===== config.mk =====
export PLATFORM = sky130hd
export DESIGN_NAME = sram_bus_arbiter
export DESIGN_NICKNAME = d
export VERILOG_FILES = /design/src/rtl/sram_bus_arbiter.sv
export SDC_FILE = /design/constraint.sdc
export NUM_CORES = 1
export LEC_CHECK = 0
export BUFFER_PORTS_ARGS = -buffer_cell sky130_fd_sc_hd__buf_2
export CAP_MARGIN = 10
export CELL_PAD_IN_SITES_DETAIL_PLACEMENT = 2
export CELL_PAD_IN_SITES_GLOBAL_PLACEMENT = 2
export CORE_MARGIN = 3
export CORE_UTILIZATION = 12
export DETAILED_ROUTE_END_ITERATION = 12
export PLACE_DENSITY = 0.95
export SETUP_SLACK_MARGIN = 0.15
export SLEW_MARGIN = 10
export SYNTH_ARGS = -nofsm -noshare
export SYNTH_HDL_FRONTEND = slang
export SYNTH_SLANG_ARGS = --single-unit

===== constraint.sdc =====
create_clock -name clk -period 3.1 [get_ports clk]
set_input_delay 0.62 -clock clk [delete_from_list [all_inputs] [get_ports clk]]
set_output_delay 0.62 -clock clk [all_outputs]
set_load 0.02 [all_outputs]

===== src/rtl/sram_bus_arbiter.sv =====
// Round-robin arbiter sharing one sram-like memory port between the fetch
// requester (read-only) and the data requester (load/store), one transaction at a time.
module sram_bus_arbiter (
    input  logic        clk,
    input  logic        reset,
    input  logic        inst_req,
    input  logic [31:0] inst_addr,
    output logic        inst_addr_ok,
    output logic        inst_data_ok,
    output logic [31:0] inst_rdata,
    input  logic        data_req,
    input  logic        data_wr,
    input  logic [1:0]  data_size,
    input  logic [3:0]  data_wstrb,
    input  logic [31:0] data_addr,
    input  logic [31:0] data_wdata,
    output logic        data_addr_ok,
    output logic        data_data_ok,
    output logic [31:0] data_rdata,
    output logic        mem_req,
    output logic        mem_wr,
    output logic [1:0]  mem_size,
    output logic [3:0]  mem_wstrb,
    output logic [31:0] mem_addr,
    output logic [31:0] mem_wdata,
    input  logic        mem_addr_ok,
    input  logic        mem_data_ok,
    input  logic [31:0] mem_rdata
);
    typedef enum logic [1:0] {S_IDLE, S_WAIT_INST, S_WAIT_DATA} state_t;

    localparam logic GRANT_INST = 1'b0;
    localparam logic GRANT_DATA = 1'b1;

    state_t r_state;
    state_t w_next_state;
    logic   r_last_grant;
    logic   r_pend;
    logic   r_pend_grant;
    logic   w_grant_valid;
    logic   w_grant;
    logic   w_pend_live;
    logic   w_hold;
    logic   w_handshake;

    // A stalled address phase keeps its grant while that requester still asks.
    assign w_pend_live = r_pend && ((r_pend_grant == GRANT_DATA) ? data_req : inst_req);
    assign w_hold      = (r_state == S_IDLE) && w_grant_valid && !mem_addr_ok;
    assign w_handshake = (r_state == S_IDLE) && w_grant_valid && mem_addr_ok;

    always_comb begin
        w_grant_valid = 1'b0;
        w_grant       = GRANT_INST;
        if (w_pend_live) begin
            w_grant_valid = 1'b1;
            w_grant       = r_pend_grant;
        end else if (inst_req && data_req) begin
            w_grant_valid = 1'b1;
            w_grant       = ~r_last_grant;
        end else if (inst_req) begin
            w_grant_valid = 1'b1;
            w_grant       = GRANT_INST;
        end else if (data_req) begin
            w_grant_valid = 1'b1;
            w_grant       = GRANT_DATA;
        end
    end

    // NOTE: non-blocking assignments for all state; the comb blocks read the old values.
    always_ff @(posedge clk) begin
        if (reset) begin
            r_state      <= S_IDLE;
            r_last_grant <= GRANT_DATA;
            r_pend       <= 1'b0;
            r_pend_grant <= GRANT_INST;
        end else begin
            r_state <= w_next_state;
            r_pend  <= w_hold;
            if (w_hold) begin
                r_pend_grant <= w_grant;
            end
            if (w_handshake) begin
                r_last_grant <= w_grant;
            end
        end
    end

    assign inst_rdata = mem_rdata;
    assign data_rdata = mem_rdata;

    // NOTE: every output gets a default first so no path through the case infers a latch.
    always_comb begin
        w_next_state = r_state;
        mem_req      = 1'b0;
        mem_wr       = 1'b0;
        mem_size     = 2'd0;
        mem_wstrb    = 4'h0;
        mem_addr     = 32'h0;
        mem_wdata    = 32'h0;
        inst_addr_ok = 1'b0;
        data_addr_ok = 1'b0;
        inst_data_ok = 1'b0;
        data_data_ok = 1'b0;

        case (r_state)
            S_IDLE: begin
                if (w_grant_valid) begin
                    mem_req = 1'b1;
                    if (w_grant == GRANT_DATA) begin
                        mem_wr       = data_wr;
                        mem_size     = data_size;
                        mem_wstrb    = data_wstrb;
                        mem_addr     = data_addr;
                        mem_wdata    = data_wdata;
                        data_addr_ok = mem_addr_ok;
                    end else begin
                        mem_size     = 2'd2;
                        mem_addr     = inst_addr;
                        inst_addr_ok = mem_addr_ok;
                    end
                    if (mem_addr_ok) begin
                        w_next_state = (w_grant == GRANT_DATA) ? S_WAIT_DATA : S_WAIT_INST;
                    end
                end
            end
            S_WAIT_INST: begin
                inst_data_ok = mem_data_ok;
                if (mem_data_ok) begin
                    w_next_state = S_IDLE;
                end
            end
            S_WAIT_DATA: begin
                data_data_ok = mem_data_ok;
                if (mem_data_ok) begin
                    w_next_state = S_IDLE;
                end
            end
            default: w_next_state = S_IDLE;
        endcase

        // Handshakes are silenced while reset is held so nothing is accepted or completed.
        if (reset) begin
            mem_req      = 1'b0;
            inst_addr_ok = 1'b0;
            data_addr_ok = 1'b0;
            inst_data_ok = 1'b0;
            data_data_ok = 1'b0;
        end
    end
endmodule


Word-level counts from Yosys, hierarchy flattened
Index checks and enable logic that the tools add are counted.

storage, ports and cells
  logic and storage cells = 62
  input bits = 141
  register bits after elaboration = 5
  output and inout bits = 140

operators by class
  equality and inequality tests = 5
  multiplexer cells = 43
  reductions and logical operators = 9
  bitwise operators = 1

operators by type and width
  cell                                                  number
  two-way mux 32 bit                                    6
  two-way mux 1 bit                                     26
  two-way mux 2 bit                                     7
  two-way mux 4 bit                                     3
  logical AND 1 bit                                     5
  != test 2 bit (second input constant)                 2
  case mux 2 bit (2 select lines)                       1
  AND reduction 3 bit                                   1
  equality test 2 x 1 -> 1 bit (second input constant)  1
  equality test 2 bit (second input constant)           1
  logical NOT 2 bit                                     1
  != test 2 x 1 -> 1 bit (second input constant)        1
  OR reduction 2 bit                                    1
  logical NOT 1 bit                                     1
  inverter 1 bit                                        1

Logic depth before layout (Yosys ltp)
Gate-level depths: netlist of run 1.

  depth after elaboration = 8
  mapped depth = 7
  mapped depth without buffers = 5

Least setup slack after synthesis of run 1
No wires, ideal clock.

  kind = in2out
  start = input port data_req
  end = output port mem_addr[14]
  stages on the path = 5
  setup slack = 878 ps
  path buffers = 2
  data arrival time = 1602 ps
  cell sequence = o21a_1 buf_4 clkbuf_1 nand2_1 mux2i_1

on the way
  word-level cells in the longest chain between the ends = 7

RTL lines
  item                  RTL line  source
  start: declaration    11        input logic data_req,
  two-way mux 1 bit     63        end else if (data_req) begin
  two-way mux 1 bit     60        end else if (inst_req) begin
  two-way mux 1 bit     57        end else if (inst_req && data_req) begin
  two-way mux 1 bit     54        if (w_pend_live) begin
  two-way mux 32 bit    109       if (w_grant == GRANT_DATA) begin
  two-way mux 32 bit *  107       if (w_grant_valid) begin
  two-way mux 32 bit *  105       case (r_state)
  end: declaration      24        output logic [31:0] mem_addr,

Every way passes the cells marked *; elsewhere a longest branch is shown, timed or not.

Worst setup path after layout of run 1
  start = input port inst_req
  end = output port mem_addr[23]

on the way
  word-level cells in the longest chain between the ends = 6

RTL lines
  item                                                           RTL line  source
  start: declaration                                             6         input logic inst_req,
  two-way mux 1 bit, or another cell as far along                60
  two-way mux 1 bit / logical AND 1 bit (equally long branches)  57, 47
  two-way mux 1 bit                                              54
  two-way mux 32 bit                                             109
  two-way mux 32 bit *                                           107
  two-way mux 32 bit *                                           105

Marked as above.

==> summary.txt, run 1 <==
Status
  • Status: complete, no violations

Routing
  • Remaining DRCs: 0
  • DR vias/cell: 3.91
  • Total number of vias: 2098
  • Drt initial violations: 29
  • Pre-antenna DRT Iters: 4
  • ANT nets after route: 0
  • Final WL: 7.39 mm
  • DR WL/cell: 13.8 µm

Critical path
  • Critical Path Fanout Max: 61
  • CP Capture Type: output port
  • Crit path kind: in2out
  • CP required: 2.48 ns
  • Critical Path Source Type: input port
  • Reg-to-Reg End: r_state[1]
  • CP Cell Sequence: buf_2 > inv_2 > o31a_2 > buf_12 > mux2i_1 > buf_2
  • Max incr delay on CP: 0.43 ns
  • Critical path arrival: 2.05 ns
  • Cell depth of the worst flop-to-flop path: 6
  • Most used cell, CP: buf_2
  • R2R Setup Slk: 1.37 ns
  • Buf/Inv on CP: 4
  • Worst r2r src: r_state[0]
  • Family with the most delay on the worst path: buffers and inverters
  • Slowest cell on crit path: o31a_2
  • Critical Path Start: inst_req

Logic synthesis
  • Unique cell type count in the Yosys netlist: 26
  • Main combinational cell family by area after synthesis: buffers and inverters
  • Syn_nets: 398
  • Synth Area in Simple Gates: 32.1%
  • Ranking of synthesized cells by area: buf_4 (29%), mux2i_1 (19%), and3_1 (15%), nand2_1 (14%), dfxtp_1 (5.9%)
  • Post-synthesis adder-cell area fraction: 2.19%
  • Ys Warns: 0
  • Xor/xnor cell area share of the yosys netlist: 0%
  • #FFs+latches synth: 5
  • Dominant cell type by area after synthesis: buf_4
  • Seq/Total Area, Yosys: 5.85%
  • Synth Area in Compound Gates: 5.27%
  • Mean Syn Cell Area: 6.73 µm²
  • Top cell type's share of synthesized area: 28.5%
  • Synthesized area: 1710 µm²
  • Post-synthesis mux area share: 18.7%
  • Synthesized instance count: 254

Timing
  • Max-slew headroom: 61.9%
  • Final count of hold timing violations: 0
  • # setup viols final: 0
  • Final worst path period share: 86.1%
  • Clock period minus worst slack: 2.67 ns
  • Worst slew pin tran: 0.566 ns
  • Worst Skew: 0.00225 ns
  • Fmax: 375 MHz
  • Final Slew Violations: 0
  • RSZ-0062 raised after global routing: no
  • Setup TNS: 0 ns

Placed design
  • IO buf count: 184
  • DP Wirelength: 6.22 mm
  • Placed cell area: 2300 µm²
  • Placed insts: 533
  • Routability Congestion: 0.716

Floorplanning
  • Die H: 125 µm
  • Die X: 125 µm
  • Starting Density: 12.6%
  • FP Rows: 42
  • Ports: 281
  • Die ar.: 15700 µm²
  • Core footprint: 13600 µm²

Layout
  • Fin cells: 537
  • Number of diodes: 0
  • Total Nets Final: 506
  • Layout cell share with drive strength beyond 1: 53.5%
  • Area Overhead vs Synth: 39.1%
  • Final instance area: 2380 µm²

CTS
  • Worst-skew pair later-pin latency: 0.23 ns
  • Max clock buf depth: 2
  • Resized Gates After CTS: 0
  • Clock slew at reported path FFs: 0.03 ns
  • TritonCTS clock tree: built
  • TritonCTS Buffers: 3
  • CTS hold repair buffers: 0
  • Clk root buf: clkbuf_16
  • Clk sink count: 5
  • H-tree Lvls: 1
  • Number of post-CTS setup repair buffers: 0

Global route
  • Initial antenna violation count: 0
  • Total track usage: 8.69%
  • Largest net degree at the start of global routing: 66
  • First-pass GRT wire length: 11.4 mm
  • Vias in the first global route: 2266
  • Grt ovf: 0

Worst hold path
  • Worst Min Path Start: r_pend_grant
  • Worst hold path type: reg2reg
  • WHS Path Cells: 2
  • Hold endpoint: r_pend_grant

Power and ir drop
  • Sequential power share: 9.0%
  • Switching Share: 45.2%
  • Worst-case vdd ir drop: 0.000143 V
  • Clock share of power: 26.1%
  • Combinational share of power: 64.9%
  • LEAKAGE: 1.51 nW
  • Internal power: 443 µW
  • PwrDens: 340 nW/µm²
  • Sw power: 365 µW

Run
  • Max Cap Viol: 0
-- Yosys cell counts --
master / n
buf_4: 65
and2_1: 1
and3b_1: 2
inv_2: 1
and3_1: 40
nor3_1: 1
o31a_1: 1
o211ai_1: 1
o21a_1: 2
nor2b_1: 1
clkbuf_1: 10
o32ai_1: 2
a21oi_1: 2
buf_2: 4
ha_1: 3
inv_1: 2
nand2b_1: 1
dfxtp_1: 5
nor2_1: 3
nand2_1: 64
mux2i_1: 32
o21ai_0: 3
buf_6: 5
o31ai_1: 1
o2bb2ai_1: 1
or3_1: 1
-- worst max-delay path by stage --
| stage | slack [ns] | endpoint | cells after the start |
|---|---|---|---|
| after global placement | 0.47 | mem_wdata[24] | 6 |
| final | 0.43 | mem_addr[23] | 6 |
| after global routing | 0.32 | mem_addr[23] | 6 |
| after detailed placement | 0.39 | mem_addr[23] | 6 |
| after floorplan | 0.88 | mem_addr[14] | 5 |
| after CTS | 0.38 | mem_addr[23] | 6 |
-- per-layer routing --
metal  part of all wire [%]  up-vias  track usage [%]
li1                       -      988                -
met1                     34      931             8.29
met2                     52      152             17.2
met3                     11       27             2.81
met4                    2.6        0             3.06
met5                      0        -                0
-- cells in the final DEF, fill, tap and decap left out --
cell / instances
buf_12: 2
buf_4: 1
inv_2: 1
a21oi_1: 2
and3_1: 40
and2_1: 1
o31ai_1: 1
mux2i_1: 32
clkbuf_1: 1
nor3_1: 1
o31a_2: 1
o2bb2ai_1: 1
buf_2: 184
o32ai_1: 2
inv_1: 2
o21ai_0: 3
nand2_1: 64
o21a_2: 1
dfxtp_1: 5
nand2b_1: 1
o211ai_1: 1
and3b_1: 2
ha_1: 3
or3_1: 1
nor2_1: 3
nor2b_1: 1
clkbuf_16: 3
o21a_1: 1
-- power groups by stage --
stage	Clock, mW	Combinational (mW)	Sequential, mW
2_1_floorplan	0	0.453	0.0727
3_5_place_dp	0	0.537	0.0736
3_3_place_gp	0	0.518	0.0730
6_report	0.211	0.525	0.0726
4_1_cts	0.216	0.538	0.0728
5_1_grt	0.222	0.577	0.0735
-- state kept, by name, indices dropped and copies added (netlist names) --
| signal | flops |
|---|---|
| r_last_grant | 1 |
| r_pend | 1 |
| r_pend_grant | 1 |
| r_state | 2 |
-- layout make-up --
cell class / count / area [µm²]
Timing Repair Buffer: 187 / 968
Sequential cell: 5 / 100
Multi-Input combinational cell: 162 / 1000
Tap cell: 176 / 220
Fill cell: 1703 / 11200
Clock buffer: 4 / 78.8
Inverter: 3 / 11.3
-- worst register-to-register path, stage by stage, from the launching register on --
cell and delay (ns):
dfxtp_1 0.31, inv_1 0.10, ha_1 0.21, buf_4 0.32
o211ai_1 0.19, or3_1 0.36, o32ai_1 0.15
-- cells by family after synthesis --
family / after synthesis
muxes: 32
adders and majority gates: 3
AOI/OAI and AO/OA: 13
buffers and inverters: 87
and+or+nand+nor: 114
DFF: 5
-- stage by stage --
stage	utilization [%]	total power, mW	setup slack, ns	hold WS, ns
after global placement	16.9	0.591	0.474	0.462
after floorplan	-	0.525	0.878	0.440
after CTS	17.5	0.827	0.379	0.495
after detailed placement	16.9	0.610	0.387	0.490
after global routing	17.5	0.873	0.323	0.527
final	17.5	0.808	0.431	0.485
No activity file was read; power rests on OpenSTA's default activity.
==> inputs of run 2 (changes only) <==
BUFFER_PORTS_ARGS = -buffer_cell sky130_fd_sc_hd__buf_4   (was -buffer_cell sky130_fd_sc_hd__buf_2)
==> run 2 against run 1 <==
Effect of this change:
- largest power group unchanged
- clock skew fell by 0.00087 ns
- hold slack improved by 0.0072 ns
- cell count rose by 0.19%
- routed wire length rose by 5.6%
- fmax rose by 9.7%
- global-route usage rose by 0.35 points
==> summary.txt, run 2 (same netlist as run 1, synthesis figures left out) <==
CTS
  • Number of post-CTS setup repair buffers: 0
  • Worst-skew pair later-pin latency: 0.23 ns
  • Clk root buf: clkbuf_16
  • Clk sink count: 5
  • CTS hold repair buffers: 0
  • TritonCTS Buffers: 3
  • Resized Gates After CTS: 0
  • Max clock buf depth: 2
  • Clock slew at reported path FFs: 0.03 ns
  • TritonCTS clock tree: built
  • H-tree Lvls: 1

Layout
  • Final instance area: 2830 µm²
  • Most frequent cells in the layout: buf_4 (187), nand2_1 (64), and3_1 (40)
  • Total Nets Final: 507
  • Area of the multi-input gates: 1000 µm²
  • Max FFs per register: 2
  • Area Overhead vs Synth: 65.7%
  • Layout cell share with drive strength beyond 1: 53.6%
  • Most common cell after layout, fill and taps aside: buf_4
  • Fillers: 1624
  • Number of diodes: 0
  • Largest reg by FF count: r_state
  • Fin util: 20.8%
  • Register Area: 100 µm²

Floorplanning
  • Starting Density: 12.6%
  • Die H: 125 µm
  • FP Rows: 42
  • Ports: 281
  • Die ar.: 15700 µm²
  • Die X: 125 µm
  • Core footprint: 13600 µm²

Timing
  • Final Slew Violations: 0
  • Setup TNS: 0 ns
  • Worst Skew: 0.00138 ns
  • Worst slew pin tran: 0.621 ns
  • Fmax: 411 MHz
  • Final worst path period share: 78.5%
  • RSZ-0062 raised after global routing: no
  • # setup viols final: 0
  • Final count of hold timing violations: 0
  • Max-slew headroom: 58.3%
  • Clock period minus worst slack: 2.43 ns

Worst hold path
  • Worst hold path type: reg2reg

Placed design
  • Placed cell area: 2760 µm²
  • IO buf count: 184
  • DP Wirelength: 6.59 mm
  • Routability Congestion: 0.827

Routing
  • Drt initial violations: 28
  • Remaining DRCs: 0
  • Pre-antenna DRT Iters: 4
  • DR WL/cell: 14.5 µm
  • DR vias/cell: 3.93
  • ANT nets after route: 0
  • Total number of vias: 2116
  • Final WL: 7.81 mm

Power and ir drop
  • Clock share of power: 23.6%
  • Switching Share: 41.5%
  • LEAKAGE: 1.63 nW
  • Internal power: 532 µW
  • Sequential power share: 8.0%
  • Sw power: 377 µW
  • Worst-case vdd ir drop: 0.000125 V
  • Total power draw: 909 µW
  • Combinational share of power: 68.4%
  • PwrDens: 321 nW/µm²

Critical path
  • Critical path arrival: 1.81 ns
  • Critical Path Source Type: flop
  • Crit path kind: reg2out
  • Critical Path Fanout Max: 65
  • CP Capture Type: output port
  • CP required: 2.48 ns

Global route
  • Vias in the first global route: 2325
  • Grt ovf: 0
  • Total track usage: 9.03%
  • First-pass GRT wire length: 11.9 mm
  • Largest net degree at the start of global routing: 66
  • Initial antenna violation count: 0

Status
  • Status: complete, no violations

Run
  • Max Cap Viol: 0
-- run 2: changes by cell type in the layout (fill, tap and decap cells not counted), sizes merged --
cell,delta
buf,+1
-- run 2: final cells by class --
class	count	area share [%]
clock buffer	4	2.78
inverter	3	0.397
multi-input combinational	162	35.3
sequential	5	3.53
tap	176	7.77
timing repair buffer	188	50.2
-- run 2: worst paths after layout --
check                           depth (start not counted)  slack [ns]      endpoint          from
worst max-delay path                                    7        0.67  mem_addr[13]    r_state[0]
worst min-delay path                                    2        0.49  r_last_grant  r_last_grant
worst max register to register                          5        1.63    r_state[1]    r_state[0]
worst min register to register                          2        0.49  r_last_grant  r_last_grant
-- run 2: layer usage --
metal | global-route usage, % | part of all wire (%) | up-vias
met2 | 17.8 | 53 | 147
met5 | 0 | 0 | -
met1 | 8.91 | 35 | 958
met3 | 2.56 | 11 | 23
met4 | 3.13 | 1.9 | 0
li1 | - | - | 988
-- run 2: power groups by stage --
stage          logic [mW]  registers, mW  clock network (mW)
3_5_place_dp        0.633         0.0736                   0
2_1_floorplan       0.453         0.0727                   0
3_3_place_gp        0.604         0.0730                   0
5_1_grt             0.672         0.0733               0.223
4_1_cts             0.636         0.0727               0.218
6_report            0.621         0.0726               0.215
-- run 2: worst max-delay path: stages, from the launching register on --
cell	delay, ns
dfxtp_1	0.31
inv_1	0.10
ha_1	0.26
o21a_2	0.19
buf_12	0.25
nand2_1	0.14
mux2i_1	0.15
buf_4	0.16
-- run 2: through the flow --
step / setup slack [ns] / instances / hold WS (ns)
3_3_place_gp: 0.710 / 534 / 0.458
4_1_cts: 0.622 / 538 / 0.495
3_5_place_dp: 0.637 / 534 / 0.487
5_1_grt: 0.492 / 538 / 0.519
6_report: 0.666 / 538 / 0.492
2_1_floorplan: 0.878 / 254 / 0.440
==> inputs of run 3 (changes only) <==
CORE_UTILIZATION = 11   (was 12)
PLACE_DENSITY = 0.92   (was 0.95)
clock period = 2.32 ns   (was 3.1 ns; I/O delays follow)
==> run 3 against run 2 <==
Effect of this change:
- sequential power is 35% higher
- critical endpoint is now mem_addr[18]
- hold slack worse by 0.011 ns
- critical path type unchanged
- routed wire length grew 15%
==> summary.txt, run 3 (same netlist as run 1, synthesis figures left out) <==
Critical path
  • Family with the most delay on the worst path: buffers and inverters
  • Critical Path Source Type: flop
  • Worst r2r src: r_state[1]
  • R2R Setup Slk: 0.92 ns
  • Reg-to-Reg End: r_state[1]
  • CP Capture Type: output port
  • CP Cell Sequence: nor2_1 > o31a_2 > buf_12 > mux2i_1 > buf_4
  • Cell depth of the worst flop-to-flop path: 6
  • Buf/Inv on CP: 2
  • Critical Path Fanout Max: 25
  • Slowest cell on crit path: dfxtp_1
  • Critical path arrival: 1.62 ns
  • Crit path kind: reg2out
  • Max incr delay on CP: 0.31 ns
  • CP required: 1.86 ns

Global route
  • Vias in the first global route: 2419
  • First-pass GRT wire length: 12.5 mm
  • Total track usage: 9.24%
  • Initial antenna violation count: 0
  • Grt ovf: 0
  • Largest net degree at the start of global routing: 48

Floorplanning
  • Die ar.: 17100 µm²
  • Die X: 131 µm
  • Core footprint: 14900 µm²
  • Starting Density: 11.5%
  • Die H: 131 µm
  • Ports: 281
  • FP Rows: 44

CTS
  • Clk root buf: clkbuf_16
  • Clk sink count: 5
  • Max clock buf depth: 2
  • CTS hold repair buffers: 0
  • Worst-skew pair later-pin latency: 0.23 ns
  • TritonCTS Buffers: 3
  • H-tree Lvls: 1
  • TritonCTS clock tree: built
  • Clock slew at reported path FFs: 0.04 ns

Placed design
  • Routability Congestion: 0.731
  • Placed insts: 543
  • DP Worst Slack: 0.162 ns
  • IO buf count: 184
  • DP Wirelength: 6.89 mm

Layout
  • Fin cells: 556
  • Area of the multi-input gates: 1020 µm²
  • Area Overhead vs Synth: 79.2%
  • Max FFs per register: 2
  • Most frequent cells in the layout: buf_4 (189), nand2_1 (64), and3_1 (40)
  • Most common cell after layout, fill and taps aside: buf_4
  • Number of diodes: 0
  • Fillers: 1743
  • Register Area: 100 µm²
  • Layout cell share with drive strength beyond 1: 55.6%
  • Largest reg by FF count: r_state
  • Total Nets Final: 517

Worst hold path
  • Worst Min Path Start: mem_addr_ok
  • WHS Path Cells: 2
  • Hold endpoint: r_pend
  • Worst hold path type: in2reg

Timing
  • Final worst path period share: 89.9%
  • Worst slew pin tran: 0.548 ns
  • Worst setup margin: 0.234 ns
  • Fmax: 479 MHz
  • Max-slew headroom: 63.2%
  • Clock period minus worst slack: 2.09 ns
  • Worst Skew: 0.00289 ns
  • RSZ-0062 raised after global routing: yes
  • Final Slew Violations: 0
  • # setup viols final: 0
  • Final count of hold timing violations: 0
  • Setup TNS: 0 ns

Routing
  • DR vias/cell: 3.89
  • Total number of vias: 2165
  • ANT nets after route: 0
  • Final WL: 9.02 mm
  • Remaining DRCs: 0
  • Pre-antenna DRT Iters: 4
  • DR WL/cell: 16.2 µm
  • Drt initial violations: 34

Status
  • Status: complete, no violations

Run
  • Max Cap Viol: 0

Power and ir drop
  • PwrDens: 441 nW/µm²
  • Total power draw: 1.35 mW
  • LEAKAGE: 1.73 nW
  • Worst-case vdd ir drop: 0.000256 V
## run 3: changes by cell type in the layout (fill, tap and decap cells not counted), sizes merged
| cell | delta |
|---|---|
| buf | +9 |
| clkbuf | +1 |
## run 3: how the worst max path moves through the flow
stage	startpoint	to	slack (ns)	cells past startpoint
final	r_last_grant	mem_addr[18]	0.23	5
after CTS	r_last_grant	mem_addr[2]	0.19	5
after detailed placement	inst_req	mem_wdata[26]	0.16	6
after floorplan	r_state[0]	mem_addr[14]	0.25	7
after global routing	r_last_grant	mem_addr[18]	0.13	5
after global placement	inst_req	mem_wdata[27]	0.22	6
## run 3: per-layer routing
metal	vias to the layer above	track usage [%]	part of all wire [%]
li1	1016	-	-
met1	994	8.87	33
met2	132	19.2	55
met3	23	2.20	11
met4	0	2.42	1.3
met5	-	0	0
## run 3: through the flow
stage | hold slack [ns] | utilization [%] | area (µm²)
after floorplan | 0.440 | - | 1710
after global placement | 0.462 | 18.7 | 2790
after detailed placement | 0.497 | 18.7 | 2790
after CTS | 0.478 | 20.4 | 3030
after global routing | 0.503 | 20.6 | 3070
final | 0.482 | 20.6 | 3070
## run 3: final cells by class
type	count	area share, %
Sequential cell	5	3.27
Clock buffer	4	2.57
Timing Repair Buffer	198	53.1
Tap cell	184	7.51
Multi-Input combinational cell	162	33.2
Inverter	3	0.367
## run 3: repair_timing
item / CTS / global route
setup buffers: 5 / 0
pin swaps: 1 / 0
gates cloned: 3 / 1
endpoints found under the setup margin: 55 / 29
gates resized for setup: 9 / 3
## run 3: worst reg2reg max path, stage by stage, from the launching register on
cell      delay (ns)
dfxtp_1         0.31
inv_2           0.08
ha_4            0.15
buf_4           0.13
o211ai_1        0.12
or3_1           0.36
o32ai_1         0.15
## run 3: report_power, final
part,total (mW),internal (mW),switching [mW]
Combinational,0.967,0.479,0.488
Clock,0.287,0.228,0.0586
Sequential,0.0977,0.0934,0.00424
Total,1.35,0.800,0.551
